<file path="config.mk">
export PLATFORM = sky130hd
export DESIGN_NAME = qa_rcc_gen2
export DESIGN_NICKNAME = d
export VERILOG_FILES = /design/src/rtl/qa_rcc_pkg.sv /design/src/rtl/qa_debounce.sv /design/src/rtl/qa_rcc_gen2.sv
export SDC_FILE = /design/constraint.sdc
export NUM_CORES = 1
export LEC_CHECK = 0
export CORE_UTILIZATION = 58
export DETAILED_ROUTE_END_ITERATION = 16
export PLACE_DENSITY = 0.88
export SYNTH_ARGS = -nofsm -noshare
export SYNTH_HDL_FRONTEND = slang
export SYNTH_SLANG_ARGS = --single-unit
</file>
<file path="constraint.sdc">
create_clock -name Clock -period 2.15 [get_ports Clock]
set_clock_uncertainty 0.2 [all_clocks]
set_input_delay 0.3225 -clock Clock [delete_from_list [all_inputs] [get_ports Clock]]
set_output_delay 0.3225 -clock Clock [all_outputs]
set_load 0.01 [all_outputs]
</file>
<file path="src/rtl/qa_rcc_pkg.sv">
// Shared mode encoding for the reset/clock-enable controller.
package qa_rcc_pkg;

    typedef enum logic [1:0] {
        QA_MODE_HALT = 2'b00,
        QA_MODE_STEP = 2'b01,
        QA_MODE_DIV  = 2'b10,
        QA_MODE_FULL = 2'b11
    } qa_rcc_mode_t;

endpackage

</file>
<file path="src/rtl/qa_debounce.sv">
// Button filter: 2-FF synchroniser, then the level only follows after DEB_CYCLES equal samples.
// Idle (released) level is 1; the output lags the pin by 2+DEB_CYCLES cycles.
module qa_debounce #(
    parameter int DEB_CYCLES = 1000
) (
    input  logic clk,
    input  logic rst_n,
    input  logic btn_i,
    output logic level_o
);
    localparam int CW = $clog2(DEB_CYCLES);

    logic          sync0_q, sync1_q, level_q, level_d;
    logic [CW-1:0] cnt_q, cnt_d;

    always_comb begin
        level_d = level_q;
        cnt_d   = '0;
        if (sync1_q != level_q) begin
            if (cnt_q == CW'(DEB_CYCLES - 1)) begin
                level_d = sync1_q;
            end else begin
                cnt_d = cnt_q + 1'b1;
            end
        end
    end

    always_ff @(posedge clk or negedge rst_n) begin
        if (!rst_n) begin
            sync0_q <= 1'b1;
            sync1_q <= 1'b1;
            level_q <= 1'b1;
            cnt_q   <= '0;
        end else begin
            sync0_q <= btn_i;
            sync1_q <= sync0_q;
            level_q <= level_d;
            cnt_q   <= cnt_d;
        end
    end

    assign level_o = level_q;

endmodule

</file>
<file path="src/rtl/qa_rcc_gen2.sv">
// Reset synchroniser/stretcher plus CPU clock-enable strobe generator (HALT/STEP/DIV/FULL).
// Mode inputs are registered; the strobe is registered again, so it trails the registered mode by one cycle.
module qa_rcc_gen2
    import qa_rcc_pkg::*;
#(
    parameter int CNT_W        = 24,
    parameter int DIV_SEL_W    = 4,
    parameter int MIN_DIV_LOG2 = 4,
    parameter int RST_HOLD     = 16,
    parameter int DEB_CYCLES   = 1000
) (
    input  logic                 Clock,
    input  logic                 nReset,
    input  logic                 ClockManual,
    input  logic [1:0]           ModeSelect,
    input  logic [DIV_SEL_W-1:0] DivSelect,
    output logic                 ClockEnable,
    output logic                 ClockMain,
    output logic                 ResetMain,
    output logic                 StepPending
);
    localparam int HOLD_W = $clog2(RST_HOLD + 1);

    logic                 rsync0_q, rsync1_q, rst_q;
    logic [HOLD_W-1:0]    hold_q;
    qa_rcc_mode_t         mode_q, mode_in;
    logic [DIV_SEL_W-1:0] div_q;
    logic [CNT_W-1:0]     cnt_q, cnt_d, div_mask;
    logic                 btn_lvl, btn_lvl_q, press, div_clr;
    logic                 strobe, ce_q, ce_d, clk_main_q, clk_main_d;

    qa_debounce #(.DEB_CYCLES(DEB_CYCLES)) u_step_btn (
        .clk     (Clock),
        .rst_n   (nReset),
        .btn_i   (ClockManual),
        .level_o (btn_lvl)
    );

    // Exponent saturates naturally: bits at or above CNT_W simply do not exist.
    always_comb begin
        div_mask = '0;
        for (int i = 0; i < CNT_W; i++) begin
            if (i < MIN_DIV_LOG2 + int'(div_q)) div_mask[i] = 1'b1;
        end
    end

    always_comb begin
        mode_in = qa_rcc_mode_t'(ModeSelect);
        div_clr = (mode_in == QA_MODE_DIV) && ((mode_q != QA_MODE_DIV) || (DivSelect != div_q));
        press   = btn_lvl_q & ~btn_lvl;
        cnt_d   = cnt_q + 1'b1;
        if (rst_q || div_clr || (mode_q != QA_MODE_DIV)) cnt_d = '0;
        case (mode_q)
            QA_MODE_STEP: strobe = press;
            QA_MODE_DIV:  strobe = ((cnt_q & div_mask) == div_mask);
            QA_MODE_FULL: strobe = 1'b1;
            default:      strobe = 1'b0;
        endcase
        ce_d       = strobe & ~rst_q;
        clk_main_d = clk_main_q ^ ce_q;
    end

    always_ff @(posedge Clock or negedge nReset) begin
        if (!nReset) begin
            rsync0_q   <= 1'b0;
            rsync1_q   <= 1'b0;
            rst_q      <= 1'b1;
            hold_q     <= '0;
            mode_q     <= QA_MODE_HALT;
            div_q      <= '0;
            cnt_q      <= '0;
            btn_lvl_q  <= 1'b1;
            ce_q       <= 1'b0;
            clk_main_q <= 1'b0;
        end else begin
            rsync0_q <= 1'b1;
            rsync1_q <= rsync0_q;
            if (rsync1_q && rst_q) begin
                hold_q <= hold_q + 1'b1;
                if (hold_q == HOLD_W'(RST_HOLD - 1)) rst_q <= 1'b0;
            end
            mode_q     <= mode_in;
            div_q      <= DivSelect;
            cnt_q      <= cnt_d;
            btn_lvl_q  <= btn_lvl;
            ce_q       <= ce_d;
            clk_main_q <= clk_main_d;
        end
    end

    assign ClockEnable = ce_q;
    assign ClockMain   = clk_main_q;
    assign ResetMain   = rst_q;
    assign StepPending = ~btn_lvl;

endmodule

</file>
Word-level counts from Yosys, hierarchy flattened
Index checks and enable logic that the tools add are counted.
{"block": "op_classes", "add_sub_neg": 4, "mul": 0, "div": 0, "order_cmp": 24, "n_eq_ne": 10, "shift": 0, "n_mux": 28, "n_bitwise": 6, "reduce_logical": 7}
{"op": "$lt 5x32->1 const A", "n": 8}
{"op": "$lt 6x32->1 const A", "n": 7}
{"op": "$lt 4x32->1 const A", "n": 4}
{"op": "$lt 3x32->1 const A", "n": 2}
{"op": "$lt 1x32->1 const A", "n": 1}
{"op": "$lt 2x32->1 const A", "n": 1}
{"op": "$add 24x1->24 const B", "n": 1}
{"op": "$and 24x24->24", "n": 1}
{"op": "$eq 24x24->1", "n": 1}
{"op": "$mux 1", "n": 24}
{"op": "$mux 24", "n": 1}
{"op": "$mux 10", "n": 2}
{"op": "$add 10x1->10 const B", "n": 1}
{"op": "$eq 10x10->1 const B", "n": 1}
{"op": "$eq 2x2->1 const B", "n": 3}
{"op": "$add 3x4->5 const A", "n": 1}
{"op": "$add 5x1->5 const B", "n": 1}
{"op": "$eq 5x4->1 const B", "n": 1}
{"op": "$lt 5x5->1 const A", "n": 1}
{"op": "$ne 4x4->1", "n": 1}
{"op": "$reduce_and 2->1", "n": 2}
{"op": "$logic_or 1x1->1", "n": 3}
{"op": "$pmux 1 s3", "n": 1}
{"op": "$and 1x1->1", "n": 2}
{"op": "other kinds (6)", "n": 8}
{"block": "totals", "reg_bits": 54, "latch_bits": 0, "ramBits": 0, "mem_bits_ro": 0, "inputBits": 9, "out_inout_bits": 4, "elab_cells": 93, "mem_count": 0}

Longest topological paths before layout
{"block": "depth", "depth_word": 7, "ltp_mapped": 6, "mapped_depth_nobuf": 6}

By module
A second synthesis with hierarchy kept.
{"block": "hier_totals", "hier_cells": 256, "area_unflattened_um2": 2653.8}
{"mod": "qa_rcc_gen2", "n_inst": 1, "cells_each": 201, "area_each_um2": 2043.2, "seq_area_each_um2": 1028.5}
{"mod": "qa_debounce", "n_inst": 1, "cells_each": 55, "area_each_um2": 610.6, "seq_area_each_um2": 329.1}

Least setup slack after synthesis
OpenSTA, ideal clock, no wires.
{"block": "synth_timing", "path_kind": "flip-flop to flip-flop", "from": "register cnt_q[0]", "to": "register cnt_q[22]", "setup_time_ns": 0.073, "arrival_time_ns": 1.660, "setup_slack_ns": 0.217, "stages_incl_launch_ff": 7, "n_path_buf": 1, "synth_period_minus_slack_ns": 1.933, "cell_sequence": "dfrtp_1 > ha_1 > nand4_2 > nand2b_1 > buf_2 > or4_4 > a21oi_2"}
{"block": "synth_via", "elab_chain_cells": 2}
{"item": "from (decl)", "line_no": "qa_rcc_gen2.sv:28", "source": "logic [CNT_W-1:0] cnt_q, cnt_d, div_mask;"}
{"item": "from (signal assigned)", "line_no": "qa_rcc_gen2.sv:84", "source": "cnt_q <= cnt_d;"}
{"item": "$add 24x1->24", "line_no": "qa_rcc_gen2.sv:51", "source": "cnt_d = cnt_q + 1'b1;"}
{"item": "$mux 24", "line_no": "qa_rcc_gen2.sv:52", "source": "if (rst_q || div_clr || (mode_q != QA_MODE_DIV)) cnt_d = '0;"}
{"item": "named net cnt_d[22]", "line_no": "qa_rcc_gen2.sv:28"}
The timed path passes the listed nets, and every way through them passes these cells.
A chain may end at the register's enable or synchronous reset.

Worst setup path after layout
{"block": "layout_timing", "from": "register cnt_q[6]", "to": "register cnt_q[15]"}
The elaborated chain is that of the path after synthesis.

==> out/results.env <==
POSTCTSSETUPBUFFERS=0
SYN_NETS=270
FMAX_GHz=0.497
STDCELL_COUNT=324
WL_UM=4800
CRIT_PATH_END_KIND='flip-flop'
POWER.DENSITY_nW_PER_UM2=632
SINKS_ON_CLOCK_NET=54
SYN_AVG_CELL_AREA_UM2=10.4
CRITICAL_PATH.STARTPOINT_TYPE='flip-flop'
AVGVIACOUNTPERCELL=5.92
SYNTH.TOP_CELLS.BY_COUNT='sky130_fd_sc_hd__dfrtp_1 (49), sky130_fd_sc_hd__nor2_1 (26), sky130_fd_sc_hd__xor2_1 (17)'
FP.DIEAREA_UM2=4810
TIMING_MAX_TRANSITION_VIOLATIONS_FINAL=0
RSZ0062_AT_GRT='no'
FINAL_MIN_PERIOD_OVER_CLOCK_PERIOD_PCT=93.7
WORST_EP_REQUIRED_TIME_PS=2190
ARRIVAL_TIME_REPORTED_FOR_THE_CRITICAL_PATH_ENDPOINT_PS=2050
SETUP_VIOL_COUNT_FINAL=0
LAYOUT-AREA-OVERHEAD-VS-SYNTH_PCT=13.3
LAYOUT_MIN_CYCLE_TIME_PS=2010
HOLD_PATH_CLASS='flip-flop to flip-flop'
GPL.FINAL_WEIGHTED_CONGESTION=0.948
REPORT.FINAL.HOLD_VIOL_COUNT=0
SYNTH_TOP_FLOP_CELL='sky130_fd_sc_hd__dfrtp_1'
DESIGN_AREA_UM2=2980
FINISH.NET_COUNT=289
FLOORPLAN.IO_PINS=13
FIN_TOTAL_PWR_W=0.00188
PLACE_HPWL_UM=3420
FLOORPLAN.DIE.WIDTH_UM=69.3
PLACED_CELLS=315
ROUTEDWLPERCELL_UM=14.8
NUMBER_OF_BUFFERS_CREATED_BY_CTS=5
FINAL_ANTENNA_NET_COUNT=0
CTS-ROOT-TO-SINK-BUFFERS=2
FLOORPLAN.INITIALDENSITY_PCT=60.4
CTS_TREE='yes'
SYN-CELL-AREA_UM2=2630
SYNTH.YOSYS.SEQ_AREA_SHARE_PCT=51.6
PORT-BUFFER-COUNT=12
ANTENNA-DIODE-COUNT=0
GLOBAL_ROUTE_WIRE_LENGTH_BEFORE_REPAIR_UM=8500
DIE_SPAN_IN_Y_UM=69.3
CRIT_TYPE='flip-flop to flip-flop'
YOSYS_WARNINGS=0
CLOCK_INSERTION_DELAY_WORST_SKEW_PS=310
INITIAL_ANTENNA_VIOLATION_COUNT=0
GRT_START_MAX_NET_PINS=55
DRT_FIRST_ITER_VIOLATIONS=180
DRT_PRE_ANTENNA_ITERS=4
TIMING.MAX_CAP.VIOLATIONS=0
POST_ROUTE_CELLS_DRIVE_ABOVE_1_SHARE_PCT=11.0
CELL_ACCOUNTING_FOR_THE_MOST_SYNTHESIZED_AREA='sky130_fd_sc_hd__dfrtp_1'
FIN_TNS_SETUP_PS=0
INSTANCE_AREA_AT_PLACEMENT_UM2=2850
HOLD-PATH-CELL-COUNT=0
STATUS='complete, no violations'
REG2REG_DEPTH=5
TOTAL_NUMBER_OF_VIAS=1919
SYNTHTOPCELLSBYAREA='sky130_fd_sc_hd__dfrtp_1 (47%), sky130_fd_sc_hd__xor2_1 (5.7%), sky130_fd_sc_hd__dfstp_2 (5.0%)'
GRT_USAGE_PCT=21.9
SYNTH.FF_LATCH_COUNT=54
REMAINING_DRC_ERRORS=0
ROOT_CELL_OF_THE_CLOCK_TREE='sky130_fd_sc_hd__clkbuf_8'
OVERFLOW=0
HTREE_NUM_LEVELS=2
POST_SYNTH_INST_COUNT=252
GRT_PASS1_VIAS=1917
CELLLEAKAGEPOWER_nW=1.27
WORST_SETUP_HOLD_PATH_CLK_SLEW_PS=100
SYNTH_TOP_CELL_AREA_SHARE_PCT=46.6
CORE_AREA_UM2=4350
DISTINCT_CELL_TYPE_COUNT_AFTER_SYNTHESIS=40
YOSYS.CELL_COUNT.TOP_TYPE='sky130_fd_sc_hd__dfrtp_1'
ASYNC_FLOP_SHARE_PCT=100
CRIT_FANOUT=6
SYNTH_EDF_COUNT=0
NUM_ROWS=24
VDD_DROP_MAX_mV=0.488
flip-flops by register name, indices dropped and copies added (netlist names):
signal	count
cnt_q	24
u_step_btn.cnt_q	10
hold_q	5
div_q	4
mode_q	2
ClockEnable	1
ClockMain	1
ResetMain	1
btn_lvl_q	1
rsync0_q	1
rsync1_q	1
u_step_btn.level_o	1
u_step_btn.sync0_q	1
u_step_btn.sync1_q	1
cells by family (layout without fill, tap and decap cells):
group	Yosys count	count (layout)	share of synthesized area, %
simple gates	95	95	19.7
flops	54	54	51.6
compound gates	41	41	10.2
xor+xnor	28	28	9.33
buf+inv	22	42	3.86
fa+ha+maj	9	9	4.28
mux	2	2	0.857
other cells	1	1	0.143
placed cells by master (no fill, tap or decap), types with 2 or more instances in the layout:
master / synthesis / layout
sky130_fd_sc_hd__and3_1: 4 / 4
sky130_fd_sc_hd__buf_4: 1 / 5
sky130_fd_sc_hd__dfrtp_1: 49 / 49
sky130_fd_sc_hd__o221ai_1: 3 / 3
sky130_fd_sc_hd__clkdlybuf4s50_1: 0 / 11
sky130_fd_sc_hd__nand4_1: 8 / 8
sky130_fd_sc_hd__a21oi_1: 13 / 13
sky130_fd_sc_hd__or3_1: 4 / 4
sky130_fd_sc_hd__nand3_1: 12 / 12
sky130_fd_sc_hd__and4_1: 2 / 2
sky130_fd_sc_hd__or4_1: 8 / 8
sky130_fd_sc_hd__xor2_1: 17 / 17
sky130_fd_sc_hd__dfstp_2: 5 / 5
sky130_fd_sc_hd__o211ai_1: 2 / 2
sky130_fd_sc_hd__nor2b_1: 2 / 2
sky130_fd_sc_hd__clkbuf_8: 0 / 5
sky130_fd_sc_hd__buf_12: 0 / 2
sky130_fd_sc_hd__nand2_1: 14 / 14
sky130_fd_sc_hd__xnor2_1: 11 / 11
sky130_fd_sc_hd__ha_1: 9 / 9
sky130_fd_sc_hd__nor2_1: 26 / 26
sky130_fd_sc_hd__mux2_2: 2 / 2
sky130_fd_sc_hd__o21ai_0: 7 / 7
sky130_fd_sc_hd__nor3_1: 6 / 6
sky130_fd_sc_hd__inv_1: 14 / 14
sky130_fd_sc_hd__o31ai_1: 9 / 9
sky130_fd_sc_hd__a311oi_1: 2 / 2
sky130_fd_sc_hd__nand2b_1: 3 / 2
worst paths after layout:
path / from / endpoint / slack, ps
max in group asynchronous: nReset / u_step_btn.sync0_q / 1140
min in group asynchronous: nReset / cnt_q[15] / 320
hold reg to reg: rsync0_q / rsync1_q / 160
hold / removal: rsync0_q / rsync1_q / 160
setup reg to reg: cnt_q[6] / cnt_q[15] / 140
setup / recovery: cnt_q[6] / cnt_q[15] / 140
per-stage QoR:
step | utilization [%] | hold WS, ps | setup slack, ps
CTS | 68.2 | 163 | 44.8
finish | 68.4 | 160 | 136
floorplan | - | -173 | 217
global placement | 65.3 | 135 | 113
detailed placement | 65.3 | 136 | 53.8
global route | 68.4 | 165 | 13.7
layer usage:
layer	up-vias	GRT usage [%]	part of all wire, %
met2	44	36.8	51
met1	939	28.6	44
met3	9	4.07	3.7
met5	-	0	0
met4	0	7.48	1.4
li1	927	-	-
cell type report:
cell class              instances  area (µm²)
fillers                       306        1380
clock buffers                   5        68.8
inverters                      14        52.6
clock inverters                 3        47.5
flip-flops and latches         54        1360
repair buffers                 20         203
multi-input cells             176        1180
well taps                      52        65.1
where the power goes:
| group | total [W] | switching (W) | internal [W] |
|---|---|---|---|
| clock network | 0.000686 | 0.000333 | 0.000353 |
| registers | 0.00106 | 0.0000219 | 0.00104 |
| logic | 0.000133 | 0.0000702 | 0.0000624 |
critical path, cell delays in order (launching register included):
cell,delay [ps]
sky130_fd_sc_hd__dfrtp_1,440
sky130_fd_sc_hd__and3_1,300
sky130_fd_sc_hd__nand3_1,230
sky130_fd_sc_hd__buf_4,220
sky130_fd_sc_hd__or4_1,400
sky130_fd_sc_hd__a21oi_1,150
what timing repair did:
| item | in CTS | in global routing |
|---|---|---|
| hold buffers | 1 | 0 |
| endpoints found under the hold margin | 49 | 0 |
| gates resized for setup | 0 | 2 |
| endpoints found under the setup margin | 0 | 4 |
Power figures use the tool's default switching activity.
